### src/rtl/video_out_if.sv
// Video bundle between the colour mixer and the VGA pins.
// Source side drives raw colour/sync/blank; sink side returns the final signals.
interface video_out_if;
  logic [5:0] r_in;
  logic [5:0] g_in;
  logic [5:0] b_in;
  logic       hsync_in;
  logic       vsync_in;
  logic       hblank_in;
  logic       vblank_in;
  logic [5:0] VGA_R;
  logic [5:0] VGA_G;
  logic [5:0] VGA_B;
  logic       HSync;
  logic       VSync;
  logic       HBlank;
  logic       VBlank;

  modport master (
    output r_in, g_in, b_in,
    output hsync_in, vsync_in,
    output hblank_in, vblank_in,
    input  VGA_R, VGA_G, VGA_B,
    input  HSync, VSync, HBlank, VBlank
  );

  modport slave (
    input  r_in, g_in, b_in,
    input  hsync_in, vsync_in,
    input  hblank_in, vblank_in,
    output VGA_R, VGA_G, VGA_B,
    output HSync, VSync, HBlank, VBlank
  );
endinterface

### src/rtl/video_out_stage.sv
// VGA output stage: 2-cycle pipeline, sync polarity detection, line count.
// Optional scanline dimming is built when VIDEO_SCANLINE_EN is defined.
module video_out_stage #(
  parameter int CE_DIV = 2,
  parameter int CNT_W  = 12
) (
  input  logic       clk_vga,
  input  logic       reset,
  video_out_if.slave vid,
  input  logic       scanline_on,
  output logic       ce_pix,
  output logic       hpol,
  output logic       vpol,
  output logic [9:0] lines_per_frame,
  output logic       pal
);
  localparam int PW = (CE_DIV > 1) ? $clog2(CE_DIV) : 1;
  localparam logic [PW-1:0] PIX_LAST = PW'(CE_DIV - 1);
  localparam logic [CNT_W-1:0] CNT_MAX = '1;
  localparam logic [9:0] V_MAX = '1;

  logic [PW-1:0]    pix_cnt;
  logic [5:0]       s1_r, s1_g, s1_b;
  logic             s1_hs, s1_vs, s1_hb, s1_vb;
  logic [5:0]       c_r, c_g, c_b;
  logic             blank, hs_norm, vs_norm;
  logic             hs_edge, vs_edge;
  logic [CNT_W-1:0] hi_cnt, lo_cnt, hi_len, lo_len;
  logic [9:0]       v_hi_cnt, v_lo_cnt, v_hi_len, v_lo_len;
  logic [9:0]       line_cnt;

  always_ff @(posedge clk_vga) begin
    if (reset) begin
      pix_cnt <= '0;
      ce_pix  <= 1'b0;
    end else begin
      ce_pix  <= (pix_cnt == '0);
      pix_cnt <= (pix_cnt == PIX_LAST) ? '0 : pix_cnt + PW'(1);
    end
  end

`ifdef VIDEO_SCANLINE_EN
  logic dim;
  assign dim = scanline_on & line_cnt[0];
  assign c_r = dim ? (s1_r >> 1) : s1_r;
  assign c_g = dim ? (s1_g >> 1) : s1_g;
  assign c_b = dim ? (s1_b >> 1) : s1_b;
`else
  logic unused_scanline;
  assign unused_scanline = scanline_on;
  assign c_r = s1_r;
  assign c_g = s1_g;
  assign c_b = s1_b;
`endif

  assign blank   = s1_hb | s1_vb;
  assign hs_norm = s1_hs ~^ hpol;
  assign vs_norm = s1_vs ~^ vpol;
  assign hs_edge = hs_norm & ~vid.HSync;
  assign vs_edge = vs_norm & ~vid.VSync;
  assign pal     = lines_per_frame > 10'd287;

  always_ff @(posedge clk_vga) begin
    if (reset) begin
      {s1_r, s1_g, s1_b} <= '0;
      {s1_hs, s1_vs, s1_hb, s1_vb} <= '0;
      vid.VGA_R  <= '0;
      vid.VGA_G  <= '0;
      vid.VGA_B  <= '0;
      vid.HSync  <= 1'b0;
      vid.VSync  <= 1'b0;
      vid.HBlank <= 1'b0;
      vid.VBlank <= 1'b0;
    end else begin
      s1_r  <= vid.r_in;
      s1_g  <= vid.g_in;
      s1_b  <= vid.b_in;
      s1_hs <= vid.hsync_in;
      s1_vs <= vid.vsync_in;
      s1_hb <= vid.hblank_in;
      s1_vb <= vid.vblank_in;
      vid.VGA_R  <= blank ? 6'd0 : c_r;
      vid.VGA_G  <= blank ? 6'd0 : c_g;
      vid.VGA_B  <= blank ? 6'd0 : c_b;
      vid.HSync  <= hs_norm;
      vid.VSync  <= vs_norm;
      vid.HBlank <= s1_hb;
      vid.VBlank <= s1_vb;
    end
  end

  // s1_hs doubles as the previous hsync_in level for edge detection
  always_ff @(posedge clk_vga) begin
    if (reset) begin
      {hi_cnt, lo_cnt, hi_len, lo_len} <= '0;
      hpol <= 1'b0;
    end else if (vid.hsync_in) begin
      if (!s1_hs) begin
        lo_len <= lo_cnt;
        hi_cnt <= CNT_W'(1);
        if (hi_len != lo_cnt) hpol <= hi_len < lo_cnt;
      end else if (hi_cnt != CNT_MAX) begin
        hi_cnt <= hi_cnt + CNT_W'(1);
      end
    end else begin
      if (s1_hs) begin
        hi_len <= hi_cnt;
        lo_cnt <= CNT_W'(1);
      end else if (lo_cnt != CNT_MAX) begin
        lo_cnt <= lo_cnt + CNT_W'(1);
      end
    end
  end

  // vsync periods are measured in lines, not clocks
  always_ff @(posedge clk_vga) begin
    if (reset) begin
      {v_hi_cnt, v_lo_cnt, v_hi_len, v_lo_len} <= '0;
      vpol <= 1'b0;
    end else if (vid.vsync_in) begin
      if (!s1_vs) begin
        v_lo_len <= v_lo_cnt;
        v_hi_cnt <= {9'd0, hs_edge};
        if (v_hi_len != v_lo_cnt) vpol <= v_hi_len < v_lo_cnt;
      end else if (hs_edge && v_hi_cnt != V_MAX) begin
        v_hi_cnt <= v_hi_cnt + 10'd1;
      end
    end else begin
      if (s1_vs) begin
        v_hi_len <= v_hi_cnt;
        v_lo_cnt <= {9'd0, hs_edge};
      end else if (hs_edge && v_lo_cnt != V_MAX) begin
        v_lo_cnt <= v_lo_cnt + 10'd1;
      end
    end
  end

  always_ff @(posedge clk_vga) begin
    if (reset) begin
      line_cnt        <= '0;
      lines_per_frame <= '0;
    end else if (vs_edge) begin
      lines_per_frame <= line_cnt;
      line_cnt        <= '0;
    end else if (hs_edge && line_cnt != V_MAX) begin
      line_cnt <= line_cnt + 10'd1;
    end
  end
endmodule
### src/flat_wrapper.sv
// flat-port wrapper written by rule: the top's interface ports become plain ports
module video_out_stage_flat 
#(
  parameter int CE_DIV = 2,
  parameter int CNT_W  = 12
)
  (clk_vga, reset, scanline_on, ce_pix, hpol, vpol, lines_per_frame, pal, vid_r_in, vid_g_in, vid_b_in, vid_hsync_in, vid_vsync_in, vid_hblank_in, vid_vblank_in, vid_VGA_R, vid_VGA_G, vid_VGA_B, vid_HSync, vid_VSync, vid_HBlank, vid_VBlank);
  video_out_if vid_i ();
  input  logic clk_vga;
  input  logic reset;
  input  logic scanline_on;
  output logic ce_pix;
  output logic hpol;
  output logic vpol;
  output logic [9:0] lines_per_frame;
  output logic pal;
  input wire logic [$bits(vid_i.r_in)-1:0] vid_r_in;
  input wire logic [$bits(vid_i.g_in)-1:0] vid_g_in;
  input wire logic [$bits(vid_i.b_in)-1:0] vid_b_in;
  input wire logic [$bits(vid_i.hsync_in)-1:0] vid_hsync_in;
  input wire logic [$bits(vid_i.vsync_in)-1:0] vid_vsync_in;
  input wire logic [$bits(vid_i.hblank_in)-1:0] vid_hblank_in;
  input wire logic [$bits(vid_i.vblank_in)-1:0] vid_vblank_in;
  output wire logic [$bits(vid_i.VGA_R)-1:0] vid_VGA_R;
  output wire logic [$bits(vid_i.VGA_G)-1:0] vid_VGA_G;
  output wire logic [$bits(vid_i.VGA_B)-1:0] vid_VGA_B;
  output wire logic [$bits(vid_i.HSync)-1:0] vid_HSync;
  output wire logic [$bits(vid_i.VSync)-1:0] vid_VSync;
  output wire logic [$bits(vid_i.HBlank)-1:0] vid_HBlank;
  output wire logic [$bits(vid_i.VBlank)-1:0] vid_VBlank;
  assign vid_i.r_in = vid_r_in;
  assign vid_i.g_in = vid_g_in;
  assign vid_i.b_in = vid_b_in;
  assign vid_i.hsync_in = vid_hsync_in;
  assign vid_i.vsync_in = vid_vsync_in;
  assign vid_i.hblank_in = vid_hblank_in;
  assign vid_i.vblank_in = vid_vblank_in;
  assign vid_VGA_R = vid_i.VGA_R;
  assign vid_VGA_G = vid_i.VGA_G;
  assign vid_VGA_B = vid_i.VGA_B;
  assign vid_HSync = vid_i.HSync;
  assign vid_VSync = vid_i.VSync;
  assign vid_HBlank = vid_i.HBlank;
  assign vid_VBlank = vid_i.VBlank;
  video_out_stage #(.CE_DIV(CE_DIV), .CNT_W(CNT_W)) u_core (.clk_vga(clk_vga), .reset(reset), .vid(vid_i), .scanline_on(scanline_on), .ce_pix(ce_pix), .hpol(hpol), .vpol(vpol), .lines_per_frame(lines_per_frame), .pal(pal));
endmodule
### config.mk
export PLATFORM = sky130hd
export DESIGN_NAME = video_out_stage_flat
export DESIGN_NICKNAME = d
export VERILOG_FILES = /design/src/rtl/video_out_if.sv /design/src/rtl/video_out_stage.sv /design/src/flat_wrapper.sv
export SDC_FILE = /design/constraint.sdc
export NUM_CORES = 1
export LEC_CHECK = 0
export CAP_MARGIN = 10
export CELL_PAD_IN_SITES_DETAIL_PLACEMENT = 1
export CELL_PAD_IN_SITES_GLOBAL_PLACEMENT = 1
export CORE_MARGIN = 4
export CORE_UTILIZATION = 30
export CTS_BUF_LIST = sky130_fd_sc_hd__clkbuf_2
export DETAILED_ROUTE_END_ITERATION = 12
export GPL_ROUTABILITY_DRIVEN = 1
export PLACE_DENSITY_LB_ADDON = 0.1
export SYNTH_ARGS = -nofsm -noshare
export SYNTH_HDL_FRONTEND = slang
export SYNTH_SLANG_ARGS = --single-unit
### constraint.sdc
create_clock -name clk_vga -period 3.2 [get_ports clk_vga]
set_clock_uncertainty 0.1 [all_clocks]
set_input_delay 0.64 -clock clk_vga [delete_from_list [all_inputs] [get_ports clk_vga]]
set_output_delay 0.64 -clock clk_vga [all_outputs]
set_load 0.005 [all_outputs]
==> results of run 1 <==
## cells in the final DEF (no fill, tap or decap), types with 21 or more instances in the layout
cell type	n
a21oi_1	55
and2_1	21
clkdlybuf4s50_1	58
dfxtp_1	134
ha_1	27
inv_1	33
nand2_1	90
nand3_1	22
nand4_1	22
nor2_1	31
nor2b_1	29
## sequential cells by signal, summed over array words and instances (netlist names), 6 cells and up
name and flops:
u_core.hi_cnt 12, u_core.hi_len 12, u_core.lo_cnt 12, u_core.line_cnt 10
u_core.lines_per_frame 10, u_core.v_hi_cnt 10, u_core.v_hi_len 10, u_core.v_lo_cnt 10
u_core.c_b 6, u_core.c_g 6, u_core.c_r 6, u_core.vid.VGA_B 6
u_core.vid.VGA_G 6, u_core.vid.VGA_R 6
## area by class of cell
class	count	area share (%)
Tap cell	265	4.57
Clock inverter	15	2.47
Multi-Input combinational cell	490	43.4
Inverter	35	1.81
Timing Repair Buffer	71	9.52
Clock buffer	17	1.17
Antenna cell	1	0.0345
Sequential cell	134	37.0
## worst paths after layout
check	end	from	cells after the start
max	vid_HSync	u_core.vid.HSync	1
min	u_core.lines_per_frame[6]	reset	2
max reg2reg	u_core.lo_cnt[8]	u_core.lo_cnt[0]	5
min reg2reg	u_core.ce_pix	u_core.pix_cnt	1
## stage by stage
stage	cells	setup WS (ns)	power (mW)	util, %
5_1_grt	1028	0.267	3.32	36.8
3_5_place_dp	995	0.510	2.05	35.4
6_report	1028	0.484	3.15	36.8
4_1_cts	1027	0.364	3.23	36.8
2_1_floorplan	694	1.35	1.92	-
3_3_place_gp	995	0.545	2.04	35.4
## logic make-up after synthesis
| logic type | count (synthesis) |
|---|---|
| AO/OA/AOI/OAI | 164 |
| AND/OR/NAND/NOR | 283 |
| multiplexers | 12 |
| buffers and inverters | 70 |
| XOR/XNOR | 4 |
| flip-flops | 134 |
| adder cells (fa/ha/maj) | 27 |
## metal layers
layer	global-route usage, %	wire length [um]	vias up
li1	-	-	2666
met1	19.7	8170	2649
met2	26.5	8150	78
met3	3.52	733	20
met4	4.90	263	0
met5	0	0	-
## power by group through the flow
stage	clock network [mW]	registers [mW]	logic [mW]
floorplan	0	1.76	0.157
CTS	1.20	1.74	0.281
global placement	0	1.77	0.272
global route	1.27	1.75	0.304
detailed placement	0	1.77	0.280
finish	1.13	1.74	0.275
==> summary.txt, run 1 <==
Floorplan
  • Std cell rows: 51
  • Core Region: 19700 um2
  • Total Die Area: 22700 um2
  • Chip Height: 151 um
  • # IOs: 61
  • Starting density of the core: 31.0%
  • Die width: 151 um

Clock tree
  • Number of CTS-inserted buffers: 17
  • CTS root buffer: clkbuf_2
  • Setup Buffers After CTS: 0
  • Clk buf depth: 2
  • Number of hold buffers added after cts: 0
  • CTS tree: yes
  • Clk_lat worst skew: 0.69 ns
  • CTS sink count: 134
  • Clock-pin slew on the worst setup and hold paths: 0.22 ns
  • CTS resizes: 0
  • CTS H-Tree Depth: 4

Drt
  • Initial drt markers: 247
  • DR vias/cell: 5.27
  • DRT Pass-1 Iters: 4
  • DR WL/cell: 16.9 um
  • ANT nets after route: 0
  • Via Count: 5413
  • DRC: 0
  • Post-Route WL: 17.3 mm

Logic synthesis
  • Post-synthesis instance total: 694
  • Avg Inst Size Synth: 8.81 um2
  • Top-count cell post-synth: dfxtp_1
  • Yosys top cell area share: 43.9%
  • Seq/Total Area, Yosys: 43.9%
  • Area contributors post-synth: dfxtp_1 (44%), ha_1 (5.5%), nand2_1 (5.5%), a21oi_1 (4.5%), nor2b_1 (3.0%)
  • Synth Area in Adders: 5.53%
  • Post-synthesis compound-gate area fraction: 18.6%
  • Mux share of post-synthesis cell area: 1.97%
  • Mapped Nets: 746
  • Post-Synth XOR/XNOR Area: 0.819%
  • Post-Synth Simple-Gate Area: 24.6%
  • Largest area contributor in the netlist: dfxtp_1
  • Main synth FF type: dfxtp_1
  • Ys async rst share: 0%
  • #FFs+latches synth: 134
  • Area of the mapped netlist: 6110 um2
  • Main combinational cell family by area after synthesis: simple AND/OR/NAND/NOR gates
  • Post-synth top cells: dfxtp_1 (134), nand2_1 (90), a21oi_1 (55)
  • Yosys cell types: 72
  • Synth warn: 0
  • EDFF count, synth: 0

STA
  • Slew Viols, Final: 0
  • Fmax: 0.368 GHz
  • Hold Slack: 0.256 ns
  • Fin crit period: 2.72 ns
  • Fin. Hold Viols: 0
  • RSZ-0062 raised after global routing: false
  • Final setup violation count: 0
  • Final period utilization: 84.9%
  • Worst Max-Slew Pin Slew: 0.731 ns
  • Slew margin rel.: 50.9%
  • Setup TNS: 0 ns

Critical path
  • CP bufs+invs: 1
  • R2R Setup Slk: 0.93 ns
  • CP max stage cell: dfxtp_1
  • CP endpoint kind: primary output
  • Worst Path Required: 2.46 ns
  • Crit path cell chain: clkdlybuf4s50_1
  • WP data arrival: 1.98 ns
  • Setup CP Type: flop to primary output
  • Top Family by Delay on Critical Path: flip-flops
  • Crit-path max cell delay: 0.67 ns
  • Critical path peak fanout: 10
  • Crit path launch type: flop

Power and ir drop
  • Clk network pwr share: 36.0%
  • Int Power: 2.23 mW
  • Net Sw Power: 0.924 mW
  • VDD IR max: 0.188 mV
  • Seq pwr share: 55.3%
  • Pwr dens: 434 nW/um2
  • Comb pwr share: 8.7%
  • Sw Share: 29.3%
  • Static Leak: 2.51 nW

Placement
  • GPL Wtd Cong: 0.820
  • Detailed placement HPWL: 12.4 mm
  • DP Area: 6990 um2
  • Port Buffers: 59

Final layout
  • Layout cells sized above 1: 8.01%
  • Storage element area: 2680 um2
  • Fill cells: 2311
  • Area growth from synthesis to layout: 18.7%
  • Multi-input gate area: 3150 um2
  • Final nets: 801
  • Fin area: 7250 um2

GRT
  • GRT Total Usage: 15.6%
  • First-pass GRT wire length: 28.3 mm
  • Vias in the first global route: 5448
  • GR Overflow Total: 0
  • Largest net degree at the start of global routing: 66
  • Initial antenna violation count: 1

Hold path
  • Min-delay worst type: input port to flop

Run
  • Max-cap violations: 0

Run status
  • Run status: finished clean
No activity file was read; power rests on OpenSTA's default activity.
==> run 2, diff against run 1 <==
==> constraint.sdc (replaced) <==
create_clock -name clk_vga -period 2.7 [get_ports clk_vga]
set_clock_uncertainty 0.1 [all_clocks]
set_input_delay 0.54 -clock clk_vga [delete_from_list [all_inputs] [get_ports clk_vga]]
set_output_delay 0.54 -clock clk_vga [all_outputs]
set_load 0.005 [all_outputs]
==> summary.txt, run 2 (synthesis results as in run 1) <==
Run status
  • Run status: finished clean

STA
  • Setup TNS: 0 ns
  • Fin. Hold Viols: 0
  • Fin crit period: 2.52 ns
  • Slew Viols, Final: 0
  • Fmax: 0.397 GHz
  • Hold Slack: 0.225 ns
  • Slew margin rel.: 51.1%
  • Final setup violation count: 0
  • Final period utilization: 93.2%
  • Worst Max-Slew Pin Slew: 0.728 ns
  • RSZ-0062 raised after global routing: false

Critical path
  • Crit path launch type: flop
  • Top Family by Delay on Critical Path: buffers and inverters
  • CP bufs+invs: 1
  • Crit-path max cell delay: 0.61 ns
  • CP endpoint kind: primary output
  • Setup CP Type: flop to primary output
  • CP max stage cell: clkdlybuf4s50_1
  • Worst Path Required: 2.06 ns
  • Critical path peak fanout: 10
  • Crit path cell chain: clkdlybuf4s50_1
  • WP data arrival: 1.88 ns

Final layout
  • Biggest regs: u_core.hi_cnt: 12 flops, u_core.hi_len: 12 flops, u_core.lo_cnt: 12 flops
  • Final nets: 803
  • Fill cells: 2279
  • Storage element area: 2690 um2
  • Most common cell after layout, fill and taps aside: dfxtp_1
  • Area growth from synthesis to layout: 19.4%
  • Commonest non-fill, non-tap cells in the layout: dfxtp_1 (132), nand2_1 (90), clkdlybuf4s50_1 (57), a21oi_1 (55), inv_1 (33)
  • Layout cells sized above 1: 8.51%
  • Multi-input gate area: 3150 um2

Drt
  • DR vias/cell: 5.24
  • DR WL/cell: 16.9 um
  • DRC: 0
  • Initial drt markers: 266
  • Via Count: 5403
  • DRT Pass-1 Iters: 4
  • Post-Route WL: 17.4 mm
  • ANT nets after route: 0

GRT
  • Met3 Usage GRT: 3.88%
  • GRT Total Usage: 15.6%
  • GR Layer Usage met1: 20.3%
  • Vias in the first global route: 5571
  • GRT Max-Usage Layer: met2
  • Largest net degree at the start of global routing: 53
  • Met2 Usage GRT: 26.0%
  • First-pass GRT wire length: 28.4 mm
  • Initial antenna violation count: 1
  • GR Overflow Total: 0

Clock tree
  • Number of CTS-inserted buffers: 17
  • Clk buf depth: 2
  • Clk_lat worst skew: 0.72 ns
  • CTS root buffer: clkbuf_2
  • Clock-pin slew on the worst setup and hold paths: 0.26 ns
  • CTS tree: yes
  • CTS H-Tree Depth: 4
  • CTS sink count: 134

Floorplan
  • Starting density of the core: 31.0%
  • Std cell rows: 51
  • # IOs: 61
  • Core Region: 19700 um2
  • Total Die Area: 22700 um2
  • Chip Height: 151 um
  • Die width: 151 um

Placement
  • GPL Wtd Cong: 0.792
  • Port Buffers: 59
  • Detailed placement HPWL: 12.5 mm

Hold path
  • Min-delay worst type: input port to flop

Power and ir drop
  • Pwr dens: 507 nW/um2
  • Static Leak: 2.53 nW
  • VDD IR max: 0.307 mV
  • Pwr Total: 3.70 mW

Run
  • Max-cap violations: 0
==> run 2: worst paths after layout <==
kind / start / end / slack [ns] / depth (start not counted)
setup / recovery: u_core.vid.HSync / vid_HSync / 0.18 / 1
hold / removal: vid_g_in[0] / u_core.c_g[0] / 0.23 / 2
setup reg to reg: u_core.lo_cnt[0] / u_core.lo_cnt[8] / 0.55 / 5
hold reg to reg: u_core.pix_cnt / u_core.ce_pix / 0.31 / 1
==> run 2: per-stage QoR <==
stage	setup slack (ns)	util (%)	instances	cell area (um2)
2_1_floorplan	0.896	-	694	6110
3_3_place_gp	0.388	35.5	995	7000
3_5_place_dp	0.362	35.5	995	7000
4_1_cts	0.0497	36.9	1028	7270
5_1_grt	0.0338	37.0	1031	7290
6_report	0.183	37.0	1031	7290
==> run 2: area by class of cell <==
class | instances | area share [%]
diodes | 2 | 0.0686
clock buffers | 17 | 1.17
clock inverters | 15 | 2.45
inverters | 35 | 1.80
multi-input cells | 490 | 43.2
flip-flops and latches | 134 | 36.8
well taps | 265 | 4.55
repair buffers | 73 | 9.91
==> run 2: layer usage <==
metal  wire length, um  vias up
met4               142        0
met3               644        9
met5                 0        -
met1              8450     2636
met2              8170       79
li1                  -     2679
==> run 2: what timing repair did <==
item | in CTS | in global routing
pin swaps | 0 | 0
setup endpoints to repair | 1 | 1
hold endpoints to repair | 12 | 0
gates cloned | 0 | 0
gates resized for setup | 1 | 3
hold buffers | 1 | 0
buffers inserted | 0 | 1
==> run 2: where the power goes <==
group	leakage, nW	internal [mW]	total, mW	switching, mW
clock	0.153	0.391	1.30	0.910
sequential	1.09	2.03	2.06	0.0354
combinational	1.29	0.145	0.330	0.185
total	2.53	2.56	3.70	1.13
==> run 3, diff against run 2 <==
--- a/config.mk
+++ b/config.mk
@@ -9,11 +9,12 @@
 export CELL_PAD_IN_SITES_DETAIL_PLACEMENT = 1
 export CELL_PAD_IN_SITES_GLOBAL_PLACEMENT = 1
 export CORE_MARGIN = 4
-export CORE_UTILIZATION = 30
+export CORE_UTILIZATION = 45
 export CTS_BUF_LIST = sky130_fd_sc_hd__clkbuf_2
 export DETAILED_ROUTE_END_ITERATION = 12
 export GPL_ROUTABILITY_DRIVEN = 1
 export PLACE_DENSITY_LB_ADDON = 0.1
+export REMOVE_ABC_BUFFERS = 1
 export SYNTH_ARGS = -nofsm -noshare
 export SYNTH_HDL_FRONTEND = slang
 export SYNTH_SLANG_ARGS = --single-unit
==> constraint.sdc (replaced) <==
create_clock -name clk_vga -period 2.7 [get_ports clk_vga]
set_clock_uncertainty 0.1 [all_clocks]
set_input_delay 0.405 -clock clk_vga [delete_from_list [all_inputs] [get_ports clk_vga]]
set_output_delay 0.405 -clock clk_vga [all_outputs]
set_load 0.005 [all_outputs]
==> summary.txt, run 3 (synthesis results as in run 1) <==
Clock tree
  • CTS resizes: 0
  • CTS root buffer: clkbuf_2
  • Number of CTS-inserted buffers: 17
  • Clock-pin slew on the worst setup and hold paths: 0.19 ns
  • CTS H-Tree Depth: 4
  • CTS tree: yes
  • Setup Buffers After CTS: 0
  • Clk buf depth: 2
  • Clk_lat worst skew: 0.73 ns
  • CTS sink count: 134

Final layout
  • Final nets: 805
  • Most common cell after layout, fill and taps aside: dfxtp_1
  • Area growth from synthesis to layout: 17.6%
  • Commonest non-fill, non-tap cells in the layout: dfxtp_1 (134), nand2_1 (90), clkdlybuf4s50_1 (58), a21oi_1 (55), inv_1 (33)
  • Ant diodes: 0
  • Util after Layout: 54.1%
  • Biggest regs: u_core.hi_cnt: 12 flops, u_core.hi_len: 12 flops, u_core.lo_cnt: 12 flops
  • Layout cells sized above 1: 7.98%

Drt
  • DR vias/cell: 5.81
  • DR WL/cell: 17.8 um
  • DRC: 0
  • Post-Route WL: 16.8 mm
  • Initial drt markers: 264
  • DRT Pass-1 Iters: 5
  • ANT nets after route: 0
  • Via Count: 5462

Floorplan
  • Std cell rows: 42
  • # IOs: 61
  • Total Die Area: 15500 um2
  • Chip Height: 125 um
  • Die width: 125 um
  • Core Region: 13300 um2
  • Starting density of the core: 46.0%

Critical path
  • CP endpoint kind: primary output
  • Critical path peak fanout: 10
  • CP bufs+invs: 1
  • R2R Setup Slk: 0.50 ns
  • CP max stage cell: dfxtp_1
  • WP data arrival: 1.98 ns
  • Worst Path Required: 2.19 ns
  • Top Family by Delay on Critical Path: flip-flops
  • Crit-path max cell delay: 0.66 ns
  • Crit path cell chain: clkdlybuf4s50_1
  • Crit path launch type: flop
  • Setup CP Type: flop to primary output

GRT
  • First-pass GRT wire length: 28.1 mm
  • Largest net degree at the start of global routing: 57
  • Vias in the first global route: 5644
  • GR Overflow Total: 0
  • GRT Total Usage: 21.8%
  • Initial antenna violation count: 0

Placement
  • Port Buffers: 59
  • GPL Wtd Cong: 0.841
  • Detailed placement HPWL: 11.9 mm

STA
  • Slew Viols, Final: 0
  • Slew margin rel.: 38.5%
  • Setup TNS: 0 ns
  • Fmax: 0.403 GHz
  • Fin. Hold Viols: 0
  • RSZ-0062 raised after global routing: false
  • Final setup violation count: 0
  • Hold Slack: 0.0971 ns
  • Final period utilization: 92.0%
  • Fin crit period: 2.48 ns
  • Worst Max-Slew Pin Slew: 0.916 ns

Power and ir drop
  • Static Leak: 2.53 nW
  • Pwr dens: 537 nW/um2
  • VDD IR max: 0.245 mV

Run
  • Max-cap violations: 0

Hold path
  • Min-delay worst type: input port to flop

Run status
  • Run status: finished clean
==> run 3: cell count changes in the layout (fill, tap and decap cells not counted), moves of 3 or more <==
cell and delta:
clkinv_8 -3, bufinv_16 +4, buf_4 +4, inv_6 -4
==> run 3: worst paths after layout <==
check / startpoint / end / depth (start not counted)
worst max-delay path: u_core.vid.HSync / vid_HSync / 1
worst min register to register: u_core.pix_cnt / u_core.pix_cnt / 1
worst min-delay path: vid_r_in[4] / u_core.c_r[4] / 2
worst max register to register: u_core.lo_cnt[0] / u_core.lo_cnt[8] / 5
==> run 3: layer usage <==
metal | vias up | global-route usage, % | share of wire (%)
met3 | 32 | 4.37 | 3.6
met1 | 2656 | 26.3 | 44
met2 | 110 | 38.0 | 50
met4 | 0 | 8.32 | 2.1
li1 | 2664 | - | -
met5 | - | 0 | 0
==> run 3: cell type report <==
| class | instances | area [um2] |
|---|---|---|
| Tap cell | 176 | 220 |
| Timing Repair Buffer | 75 | 711 |
| Inverter | 35 | 131 |
| Multi-Input combinational cell | 490 | 3150 |
| Clock buffer | 18 | 90.1 |
| Clock inverter | 12 | 203 |
| Sequential cell | 134 | 2680 |
| Fill cell | 1559 | 6110 |
==> run 3: where the power goes <==
part / total [mW] / internal, mW / switching, mW
clock network: 1.47 / 0.699 / 0.770
registers: 2.06 / 2.03 / 0.0366
logic: 0.325 / 0.145 / 0.180
total: 3.86 / 2.87 / 0.987
==> run 3: repair_timing <==
action / CTS / global route
hold buffers: 1 / 0
setup endpoints to repair: 0 / 0
endpoints found under the hold margin: 16 / 0
==> run 3: stage by stage <==
step / cell area (um2) / setup WS (ns) / cells / power, mW
after floorplan: 5960 / 0.728 / 659 / 2.24
after detailed placement: 6880 / 0.467 / 909 / 2.43
final: 7190 / 0.216 / 940 / 3.86
after global routing: 7190 / 0.119 / 940 / 4.02
after CTS: 7190 / 0.161 / 940 / 3.90
after global placement: 6880 / 0.503 / 909 / 2.41
